===== src/rtl/stack_cpu_core.sv =====
// Multicycle stack CPU (fetch/decode/execute, operand stack in memory); STACK_CPU_BOUNDS_CHECK_EN enables stack faults.
// Latency: 2-5 cycles per instruction with mem_ready high, plus one cycle per stalled memory beat.
// Backpressure: any memory state holds its request stable until mem_ready; DECODE/HALT/ERROR issue no request.
module stack_cpu_core #(
    parameter int                DATA_W      = 16,
    parameter int                ADDR_W      = 16,
    parameter int                OPC_W       = 6,
    parameter logic [ADDR_W-1:0] ENTRY_POINT = 'h0020,
    parameter logic [ADDR_W-1:0] STACK_START = 'hFFFF,
    parameter logic [ADDR_W-1:0] STACK_LIMIT = 'hFF00
) (
    input  logic              clk,
    input  logic              rst_n,
    output logic              mem_req,
    output logic              mem_we,
    output logic [ADDR_W-1:0] mem_addr,
    output logic [DATA_W-1:0] mem_wdata,
    input  logic [DATA_W-1:0] mem_rdata,
    input  logic              mem_ready,
    output logic              halted,
    output logic              error,
    output logic [1:0]        err_code,
    output logic [ADDR_W-1:0] pc_dbg
);
    localparam int IMM_W = DATA_W - OPC_W;

    localparam logic [OPC_W-1:0] OP_NOP   = OPC_W'(0);
    localparam logic [OPC_W-1:0] OP_PUSHI = OPC_W'(1);
    localparam logic [OPC_W-1:0] OP_POP   = OPC_W'(2);
    localparam logic [OPC_W-1:0] OP_ADD   = OPC_W'(3);
    localparam logic [OPC_W-1:0] OP_SUB   = OPC_W'(4);
    localparam logic [OPC_W-1:0] OP_AND   = OPC_W'(5);
    localparam logic [OPC_W-1:0] OP_OR    = OPC_W'(6);
    localparam logic [OPC_W-1:0] OP_XOR   = OPC_W'(7);
    localparam logic [OPC_W-1:0] OP_LOAD  = OPC_W'(8);
    localparam logic [OPC_W-1:0] OP_STORE = OPC_W'(9);
    localparam logic [OPC_W-1:0] OP_JMP   = OPC_W'(10);
    localparam logic [OPC_W-1:0] OP_JZ    = OPC_W'(11);
    localparam logic [OPC_W-1:0] OP_HALT  = '1;

`ifdef STACK_CPU_BOUNDS_CHECK_EN
    localparam logic CHECK_EN = 1'b1;
`else
    localparam logic CHECK_EN = 1'b0;
`endif

    typedef enum logic [3:0] {
        S_FETCH, S_DECODE, S_POP1, S_POP2, S_MEMRD, S_PUSH, S_MEMWR, S_HALT, S_ERROR
    } state_t;

    state_t             state_q, state_nxt;
    logic               run_q;
    logic [ADDR_W-1:0]  pc_q, sp_q;
    logic [DATA_W-1:0]  a_q, b_q, ir_q;
    logic               halted_q;
    logic [1:0]         err_code_q;

    logic [OPC_W-1:0]   opc;
    logic [DATA_W-1:0]  imm_d;
    logic [ADDR_W-1:0]  imm_a, sp_inc, depth, sp_at_push;
    logic [1:0]         n_pops, dec_err;
    logic               needs_push, legal, underflow, overflow, xfer;
    logic [DATA_W-1:0]  alu_res, push_val;

    assign opc    = ir_q[DATA_W-1 -: OPC_W];
    assign imm_d  = {{OPC_W{1'b0}}, ir_q[IMM_W-1:0]};
    assign imm_a  = imm_d[ADDR_W-1:0];
    assign sp_inc = sp_q + ADDR_W'(1);
    assign xfer   = mem_req && mem_ready;

    always_comb begin
        n_pops     = 2'd0;
        needs_push = 1'b0;
        legal      = 1'b1;
        case (opc)
            OP_NOP, OP_JMP, OP_HALT: begin end
            OP_PUSHI:                needs_push = 1'b1;
            OP_POP, OP_JZ:           n_pops = 2'd1;
            OP_ADD, OP_SUB, OP_AND, OP_OR, OP_XOR: begin
                n_pops     = 2'd2;
                needs_push = 1'b1;
            end
            OP_LOAD: begin
                n_pops     = 2'd1;
                needs_push = 1'b1;
            end
            OP_STORE:                n_pops = 2'd2;
            default:                 legal = 1'b0;
        endcase
    end

    // Overflow is judged on SP as it will be when PUSH starts, i.e. after this instruction's pops.
    assign depth      = STACK_START - sp_q;
    assign sp_at_push = sp_q + ADDR_W'(n_pops);
    assign underflow  = CHECK_EN && (ADDR_W'(n_pops) > depth);
    assign overflow   = CHECK_EN && needs_push && (sp_at_push < STACK_LIMIT);
    assign dec_err    = !legal ? 2'd1 : underflow ? 2'd2 : overflow ? 2'd3 : 2'd0;

    always_comb begin
        alu_res = '0;
        case (opc)
            OP_ADD:  alu_res = a_q + b_q;
            OP_SUB:  alu_res = a_q - b_q;
            OP_AND:  alu_res = a_q & b_q;
            OP_OR:   alu_res = a_q | b_q;
            OP_XOR:  alu_res = a_q ^ b_q;
            default: alu_res = '0;
        endcase
        push_val = (opc == OP_PUSHI) ? imm_d : (opc == OP_LOAD) ? b_q : alu_res;
    end

    always_comb begin
        state_nxt = state_q;
        mem_req   = 1'b0;
        mem_we    = 1'b0;
        mem_addr  = pc_q;
        mem_wdata = '0;
        case (state_q)
            S_FETCH: begin
                mem_req = run_q;
                if (run_q && mem_ready) state_nxt = S_DECODE;
            end
            S_DECODE: begin
                if (dec_err != 2'd0) state_nxt = S_ERROR;
                else begin
                    case (opc)
                        OP_NOP, OP_JMP: state_nxt = S_FETCH;
                        OP_PUSHI:       state_nxt = S_PUSH;
                        OP_HALT:        state_nxt = S_HALT;
                        default:        state_nxt = S_POP1;
                    endcase
                end
            end
            S_POP1: begin
                mem_req  = 1'b1;
                mem_addr = sp_inc;
                if (mem_ready) begin
                    case (opc)
                        OP_ADD, OP_SUB, OP_AND, OP_OR, OP_XOR, OP_STORE: state_nxt = S_POP2;
                        OP_LOAD: state_nxt = S_MEMRD;
                        default: state_nxt = S_FETCH;
                    endcase
                end
            end
            S_POP2: begin
                mem_req  = 1'b1;
                mem_addr = sp_inc;
                if (mem_ready) state_nxt = (opc == OP_STORE) ? S_MEMWR : S_PUSH;
            end
            S_MEMRD: begin
                mem_req  = 1'b1;
                mem_addr = b_q[ADDR_W-1:0];
                if (mem_ready) state_nxt = S_PUSH;
            end
            S_PUSH: begin
                mem_req   = 1'b1;
                mem_we    = 1'b1;
                mem_addr  = sp_q;
                mem_wdata = push_val;
                if (mem_ready) state_nxt = S_FETCH;
            end
            S_MEMWR: begin
                mem_req   = 1'b1;
                mem_we    = 1'b1;
                mem_addr  = b_q[ADDR_W-1:0];
                mem_wdata = a_q;
                if (mem_ready) state_nxt = S_FETCH;
            end
            default: state_nxt = state_q;
        endcase
    end

    always_ff @(posedge clk or negedge rst_n) begin
        if (!rst_n) state_q <= S_FETCH;
        else        state_q <= state_nxt;
    end

    // run_q keeps the very first post-reset cycle free of memory traffic.
    always_ff @(posedge clk or negedge rst_n) begin
        if (!rst_n) begin
            run_q      <= 1'b0;
            pc_q       <= ENTRY_POINT;
            sp_q       <= STACK_START;
            a_q        <= '0;
            b_q        <= '0;
            ir_q       <= '0;
            halted_q   <= 1'b0;
            err_code_q <= 2'd0;
        end else begin
            run_q <= 1'b1;
            case (state_q)
                S_FETCH: if (xfer) begin
                    ir_q <= mem_rdata;
                    pc_q <= pc_q + ADDR_W'(1);
                end
                S_DECODE: begin
                    if (dec_err != 2'd0)    err_code_q <= dec_err;
                    else if (opc == OP_HALT) halted_q  <= 1'b1;
                    else if (opc == OP_JMP)  pc_q      <= imm_a;
                end
                S_POP1: if (xfer) begin
                    sp_q <= sp_inc;
                    b_q  <= mem_rdata;
                    if (opc == OP_JZ && mem_rdata == '0) pc_q <= imm_a;
                end
                S_POP2: if (xfer) begin
                    sp_q <= sp_inc;
                    a_q  <= mem_rdata;
                end
                S_MEMRD: if (xfer) b_q <= mem_rdata;
                S_PUSH:  if (xfer) sp_q <= sp_q - ADDR_W'(1);
                default: begin end
            endcase
        end
    end

    assign halted   = halted_q;
    assign error    = (err_code_q != 2'd0);
    assign err_code = err_code_q;
    assign pc_dbg   = pc_q;

endmodule

===== config.mk =====
export PLATFORM = sky130hd
export DESIGN_NAME = stack_cpu_core
export DESIGN_NICKNAME = d
export VERILOG_FILES = /design/src/rtl/stack_cpu_core.sv
export SDC_FILE = /design/constraint.sdc
export NUM_CORES = 1
export LEC_CHECK = 0
export ABC_AREA = 0
export CORE_ASPECT_RATIO = 2
export CORE_MARGIN = 3
export CORE_UTILIZATION = 55
export DETAILED_ROUTE_END_ITERATION = 7
export DONT_BUFFER_PORTS = 1
export GPL_ROUTABILITY_DRIVEN = 0
export PLACE_DENSITY = 0.81
export SLEW_MARGIN = 20
export SYNTH_ARGS = -nofsm -noshare
export SYNTH_HDL_FRONTEND = slang
export SYNTH_SLANG_ARGS = --single-unit

===== constraint.sdc =====
create_clock -name clk -period 9.9 [get_ports clk]
set_clock_uncertainty 0.05 [all_clocks]
set_input_delay 1.98 -clock clk [delete_from_list [all_inputs] [get_ports clk]]
set_output_delay 1.98 -clock clk [all_outputs]
set_load 0.05 [all_outputs]

Word level (Yosys, flattened, before mapping)
Cells that the tools add are included.
{ "op_classes": {"addsub": 5, "n_eq_ne": 31, "n_mux": 29, "bitwise_logic": 4, "n_reduce_logical": 27} }
{ "ops": {"columns": ["cell", "count"], "rows": [
  ["two-way mux 16 bit", 10],
  ["one-hot mux 16 bit (3 select lines)", 2],
  ["one-hot mux 16 bit (5 select lines)", 1],
  ["one-hot mux 16 bit (2 select lines)", 2],
  ["adder 16 x 1 -> 16 bit (second input constant)", 2],
  ["== test 6 x 3 -> 1 bit (second input constant)", 4],
  ["== test 6 x 4 -> 1 bit (second input constant)", 4],
  ["two-way mux 4 bit", 6],
  ["one-hot mux 4 bit (6 select lines)", 1],
  ["!= test 2 bit (second input constant)", 11],
  ["adder 16 bit", 1],
  ["bitwise AND 16 bit", 1],
  ["logical NOT 16 bit", 1],
  ["bitwise OR 16 bit", 1],
  ["subtractor 16 x 1 -> 16 bit (second input constant)", 1],
  ["subtractor 16 bit", 1],
  ["XOR 16 bit", 1],
  ["OR reduction 13 bit", 1],
  ["== test 4 x 3 -> 1 bit (second input constant)", 3],
  ["== test 6 x 2 -> 1 bit (second input constant)", 2],
  ["OR reduction 2 bit", 5],
  ["one-hot mux 3 bit (3 select lines)", 1],
  ["== test 4 x 2 -> 1 bit (second input constant)", 2],
  ["AND reduction 2 bit", 4],
  ["other kinds (20)", 28]
]} }
{ "totals": {"ff_bits": 88, "in_bits": 19, "output_inout_bits": 54, "word_cells": 105} }

Depth between registers and ports, before layout
Gate-level depths: netlist of run 1.
{ "depth": {"depth_word": 7, "mapped_depth": 13, "mapped_depth_nobuf": 13} }

Least setup slack after synthesis of run 1
OpenSTA, ideal clock, no wires.
{ "synth_path": {"path_type": "flip-flop to output port", "from": "reg b_q[2]", "to": "out mem_wdata[15]", "arrival_ns": 4.079, "path_slack_ns": 3.791, "path_stages_with_launch": 12, "path_buffers": 0, "path_cell_list": "dfrtp_1 -> or4_1 -> nor4_2 -> nand2_1 -> o41ai_1 -> xnor2_1 -> ha_1 -> a21oi_1 -> nand2_1 -> a311o_1 -> and3_1 -> o31ai_1"} }
{ "synth_via": {"elab_chain_len": 5, "elab_cells_between_ends": 6, "cone_classes": "add/sub (2); mux (4)"} }
{ "synth_rtl": {"columns": ["element", "line", "text"], "rows": [
  ["start, declared", "54", "logic [DATA_W-1:0] a_q, b_q, ir_q;"],
  ["start signal, assigned", "203", "b_q <= mem_rdata;"],
  ["start signal, assigned", "210", "S_MEMRD: if (xfer) b_q <= mem_rdata;"],
  ["subtractor 16 bit or adder 16 bit (tied branches)", "103, 102", null],
  ["one-hot mux 16 bit (5 select lines) *", "101", "case (opc)"],
  ["two-way mux 16 bit * (2 in a row)", "109", "push_val = (opc == OP_PUSHI) ? imm_d : (opc == OP_LOAD) ? b_q : alu_res;"],
  ["one-hot mux 16 bit (2 select lines) *", "118", "case (state_q)"],
  ["end, declared", "17", "output logic [DATA_W-1:0] mem_wdata,"]
]} }
Mark *: on every way between the ends. The rest lies on a longest branch, timed or not.

Worst setup path after layout of run 1
{ "layout_path": {"from": "reg b_q[5]", "to": "out mem_wdata[14]"} }
Same word-level chain as after synthesis.

==> results of run 1 <==
metrics by stage:
step,area (sq um),worst slack [ps],std cells,total power [mW]
finish,7530,3220,962,2.55
global route,7530,3080,962,2.71
CTS,7530,3270,962,2.52
detailed placement,7230,3640,947,2.17
global placement,7220,3700,947,2.12
floorplan,7190,3790,845,1.84
path summary, 6_finish.rpt:
kind,end,depth (start not counted)
min,sp_q[15]$_DFFE_PN1P_,1
min in group asynchronous,a_q[13]$_DFFE_PN0P_,0
max,mem_wdata[14],11
min reg2reg,sp_q[15]$_DFFE_PN1P_,1
max reg2reg,ir_q[6]$_DFFE_PN0P_,5
max in group asynchronous,pc_dbg[5]$_DFFE_PN1P_,0
power by group:
group | switching [mW] | total [mW] | internal, mW
clock | 0.150 | 0.346 | 0.196
sequential | 0.358 | 0.851 | 0.493
combinational | 0.844 | 1.35 | 0.508
registers in the layout, summed over array words and instances, names as in the netlist:
name,count
run_q,1
sp_q,16
ir_q,16
b_q,16
halted,1
state_q,4
pc_dbg,16
err_code,1
a_q,16
cells in the final DEF (no fill, tap or decap), drive strengths merged, types with 6 or more instances in the layout:
cell	n
a21oi	62
a221oi	8
a222oi	9
a22oi	14
a31oi	15
and2	8
and3	15
buf	9
clkbuf	9
dfrtp	70
dfstp	17
ha	51
inv	46
mux2	48
nand2	64
nand2b	10
nand3	25
nand4	6
nor2	65
nor3	18
nor4	11
o211ai	13
o21ai	66
o22ai	10
o31ai	8
or3	6
xnor2	28
xor2	17
critical path: cells and delay by family, from the launching register on:
kind | cells | cell delay [ps]
compound gates | 2 | 1170
fa+ha+maj | 1 | 290
flops | 1 | 470
xor+xnor | 2 | 290
simple gates | 6 | 2080
area by class of cell:
type / instances / area (sq um)
inverter: 44 / 165
timing repair buffer: 9 / 67.6
clock buffer: 9 / 225
fill: 1084 / 5170
clock inverter: 6 / 68.8
tap: 150 / 188
sequential: 87 / 2200
multi-input combinational: 657 / 4610
synth_stat cells, types with 15 or more instances:
library cell / n / area, sq um
dfrtp_1: 70 / 1750
nor2_1: 65 / 244
nand2_1: 64 / 240
a21oi_1: 60 / 300
o21ai_0: 53 / 265
ha_1: 51 / 638
clkbuf_1: 45 / 169
mux2_2: 45 / 507
inv_1: 44 / 165
xnor2_1: 28 / 245
nand3_1: 24 / 120
dfstp_2: 17 / 447
xor2_1: 17 / 149
nor3_1: 16 / 80.1
and3_1: 15 / 93.8
routing by layer:
layer  vias up  global-route usage
met1      3219               0.337
met5         -                   0
met3       113              0.0547
met2       352               0.543
met4         0               0.190
li1       3037                   -
kinds of logic (layout without fill, tap and decap cells):
logic type | Yosys count | in the layout | share of synthesized area
AND/OR/NAND/NOR | 254 | 254 | 0.180
adder cells (fa/ha/maj) | 52 | 52 | 0.0916
flip-flops | 87 | 87 | 0.306
multiplexers | 50 | 50 | 0.0780
buffers and inverters | 101 | 68 | 0.0564
XOR/XNOR | 45 | 45 | 0.0548
other | 2 | 2 | 0.00105
AO/OA/AOI/OAI | 254 | 254 | 0.232
==> flow_metrics.tcl, run 1 <==
set metrics [dict create \
    drt_iter0_markers 623 \
    holdWs_ps 454 \
    grt_max_degree 88 \
    die_h_um 168 \
    drv_cap 0 \
    wirelength_um 22300 \
    dieArea_sq_um 14600 \
    area_growth_pct 4.74 \
    rsz0062_at_grt "false" \
    viasPerCell 6.99 \
    ys_seq_area_frac 0.306 \
    drc 1 \
    die_x_um 86.8 \
    ant_nets 0 \
    start_util 0.566 \
    antenna_found_initial 0 \
    cts_resized 0 \
    worstMarginPinSlew_ps 1200 \
    crit_type "reg2out" \
    cts_num_sinks 87 \
    critPathMaxStageDelay_ps 840 \
    start_kind "flip-flop" \
    crit_path_frequent_cell "and3_1" \
    violations "DRC" \
    io_buffers 0 \
    cts_hold_buf 0 \
    setup_viol 0 \
    diodes 0 \
    slowest_stage "o211ai_1" \
    top_layer "met4" \
    grt_pass1_vias 6497 \
    overflow 0 \
    insertion_delay_ps 350 \
    fin_nets 879 \
    status "finished, violations left" \
    cts_tree "done" \
    fmax_mhz 150 \
    timing.rr.start "state_q[1]$_DFFE_PN0P_" \
    min-delay-start "sp_q[15]$_DFFE_PN1P_" \
    slew-limit-headroom 0.213 \
    synth_flop_cell "dfrtp_1" \
    synth_cell_types 76 \
    synth_edf_count 0 \
    grt_pass1_wl_um 35300 \
    ir_worst_vdd_mv 0.242 \
    leakage_nw 3.08 \
    synth_cells 845 \
    hp-class "reg2reg" \
    worstPathArrival_ps 4650 \
    cp.required_ps 7870 \
    path_cells "or4_1, nor4_2, nand2_1, o41ai_1, xnor2_1, ha_1, and3_1, and3_1, nor4b_1, xor2_1, o211ai_1" \
    fin_setup_tns_ps 0 \
    wl_met1_um 7540 \
    synth_warnings 0 \
    grt_usage 0.311 \
    wl_met3_um 1570 \
    wl_per_cell_um 23.2 \
    syn_area_per_cell_sq_um 8.50 \
    synthArstFlopShare 1.00 \
    hpwl_um 16500 \
    syn-cell-area_sq_um 7190 \
    powerDensity_nw_per_um2 339 \
    via_count 6721 \
    wl_met2_um 11700 \
    timing_hold_violations_final 0 \
    fp-row-count 58 \
    ioPinCount 73 \
    crit_path_end_kind "output port" \
    r2r_slack_ps 6010 \
    syn-num-nets 916 \
    numCtsBuffers 9 \
    root_buffer "clkbuf_16" \
    drive_gt1_frac 0.137 \
    period_share 0.674 \
    clkTransAtPathRegs_ps 60 \
    cp-startpoint "b_q[5]$_DFFE_PN0P_" \
    finalMaxSlewViolations 0 \
    post-cts-setup-buffer-count 0 \
    fp.coreArea_sq_um 12700 \
    period_needed_ps 6680 \
    utilization 0.593 \
    clockBufferDepth 2 \
    dr.pass1.iters 8 \
    crit_fanout 7 \
    htreeDepth 3 \
    synth_seq_cells 87 \
]
Note: power is estimated with default switching activity, not from simulation.
==> run 2: changes to the inputs <==
--- a/config.mk
+++ b/config.mk
@@ -12,7 +12,7 @@
 export DETAILED_ROUTE_END_ITERATION = 7
 export DONT_BUFFER_PORTS = 1
 export GPL_ROUTABILITY_DRIVEN = 0
-export PLACE_DENSITY = 0.81
+export PLACE_DENSITY = 0.84
 export SLEW_MARGIN = 20
 export SYNTH_ARGS = -nofsm -noshare
 export SYNTH_HDL_FRONTEND = slang
==> constraint.sdc (replaced) <==
create_clock -name clk -period 6.1 [get_ports clk]
set_clock_uncertainty 0.05 [all_clocks]
set_input_delay 1.22 -clock clk [delete_from_list [all_inputs] [get_ports clk]]
set_output_delay 1.22 -clock clk [all_outputs]
set_load 0.05 [all_outputs]
==> run 2 against run 1 <==
Effect of this change:
- the run now ends clean
- largest cell class unchanged
- die area unchanged
- critical endpoint is now mem_wdata[13]
- critical path depth is the same
- sequential power is 60% higher
- cell count is 1.5% higher
- wire length rose by 1.3%
- highest routed layer unchanged
- via count up 1.6%
==> flow_metrics.tcl, run 2 (same netlist as run 1, synthesis figures left out) <==
set metrics [dict create \
    timing.final.ws_setup_ps 577 \
    final_cells 976 \
    via_count 6829 \
    post-cts-setup-buffer-count 0 \
    start_kind "flip-flop" \
    drc 0 \
    crit_path_end_kind "output port" \
    drv_cap 0 \
    final_common_cell "dfrtp_1" \
    fp-row-count 58 \
    area_growth_pct 6.27 \
    antenna_found_initial 0 \
    r2r_slack_ps 2240 \
    ant_nets 0 \
    drt_iter0_markers 742 \
    grt_usage 0.313 \
    reg2reg_to "ir_q[6]$_DFFE_PN0P_" \
    fin_setup_tns_ps 0 \
    wl_met2_um 11800 \
    overflow 0 \
    dp_cells 960 \
    finalMaxSlewViolations 0 \
    die_x_um 86.8 \
    timing.rr.start "state_q[1]$_DFFE_PN0P_" \
    setup_viol 0 \
    hp-class "reg2reg" \
    rr_worst_depth 5 \
    viasPerCell 7.00 \
    dieArea_sq_um 14600 \
    clkTransAtPathRegs_ps 70 \
    worstPathArrival_ps 4250 \
    finalPower_mw 4.21 \
    timing_hold_violations_final 0 \
    insertion_delay_ps 350 \
    crit_fanout 12 \
    leakage_nw 3.16 \
    holdPathEnd "sp_q[15]$_DFFE_PN1P_" \
    ir_worst_vdd_mv 0.326 \
    htreeDepth 3 \
    cts_resized 0 \
    rsz0062_at_grt "false" \
    status "finished, final reports clean" \
    dp_slack_ps 990 \
    min_path_cells 1 \
    wl_met3_um 1640 \
    hpwl_um 16600 \
    top_layer "met4" \
    diodes 0 \
    min-delay-start "sp_q[15]$_DFFE_PN1P_" \
    root_buffer "clkbuf_16" \
    period_share 0.905 \
    slew-limit-headroom 0.249 \
    die_h_um 168 \
    clockBufferDepth 2 \
    stdcell_area_sq_um 7640 \
    numCtsBuffers 9 \
    cts_tree "done" \
    final_cell_mix "dfrtp_1, nor2_1, nand2_1" \
    cts_hold_buf 0 \
    wl_met1_um 7630 \
    cts_num_sinks 87 \
    cp.buffers_inverters 0 \
    path_cells "or3_1, nor3_2, nor2_1, xnor2_1, ha_1, o211ai_1, a21oi_1, o41a_1, a31o_2, a2111o_1, nand3_1" \
    cp.required_ps 4830 \
    io_buffers 0 \
    fin_nets 892 \
    wl_per_cell_um 23.2 \
    postPlaceCellArea_sq_um 7320 \
    fmax_mhz 181 \
    crit_family "simple AND/OR/NAND/NOR gates" \
    period_needed_ps 5520 \
    worstMarginPinSlew_ps 1130 \
    grt_pass1_vias 6704 \
    crit_type "reg2out" \
    wirelength_um 22600 \
    fp.coreArea_sq_um 12700 \
    critPathMaxStageDelay_ps 500 \
    dr.pass1.iters 5 \
    grt_pass1_wl_um 35700 \
    start_util 0.566 \
    slowest_stage "dfrtp_1" \
    fill_cells 1044 \
    powerDensity_nw_per_um2 552 \
    crit_cells 11 \
    grt_max_degree 88 \
    drive_gt1_frac 0.151 \
    ioPinCount 73 \
]
-- run 2: cell count changes in the layout (fill, tap and decap cells not counted) --
cell	before	now
a31oi_1	12	14
a31oi_2	3	1
clkinv_2	1	0
a21oi_1	60	59
o22ai_2	0	1
clkinv_4	1	0
o22ai_1	10	9
a21oi_2	2	3
buf_4	9	22
inv_6	2	4
inv_8	0	1
-- run 2: through the flow --
step                      hold slack (ps)   util
final                                 460  0.601
after global routing                  474  0.601
after CTS                             461  0.600
after detailed placement              450  0.576
after global placement                445  0.576
after floorplan                       432      -
-- run 2: layout make-up --
type	instances	area, sq um	area share
Sequential cell	87	2200	0.288
Timing Repair Buffer	22	165	0.0216
Clock buffer	9	225	0.0295
Clock inverter	7	83.8	0.0110
Multi-Input combinational cell	657	4610	0.604
Tap cell	150	188	0.0246
Inverter	44	165	0.0216
-- run 2: how the worst max path moves through the flow --
stage,slack [ps],to,startpoint
floorplan,750,mem_wdata[15],b_q[2]$_DFFE_PN0P_
global placement,1050,mem_wdata[13],ir_q[11]$_DFFE_PN0P_
detailed placement,990,mem_wdata[13],ir_q[11]$_DFFE_PN0P_
CTS,610,mem_wdata[13],ir_q[11]$_DFFE_PN0P_
global route,400,mem_wdata[15],b_q[2]$_DFFE_PN0P_
finish,580,mem_wdata[13],ir_q[11]$_DFFE_PN0P_
-- run 2: power breakdown --
group,leakage (nW),internal [mW],total (mW),switching [mW]
clock,0.149,0.327,0.593,0.266
combinational,1.96,0.855,2.26,1.41
sequential,1.05,0.800,1.36,0.560
-- run 2: routing by layer --
layer  track usage  vias up
met5             0        -
met4         0.197        0
met3        0.0635      106
met2         0.548      359
met1         0.331     3299
li1              -     3065
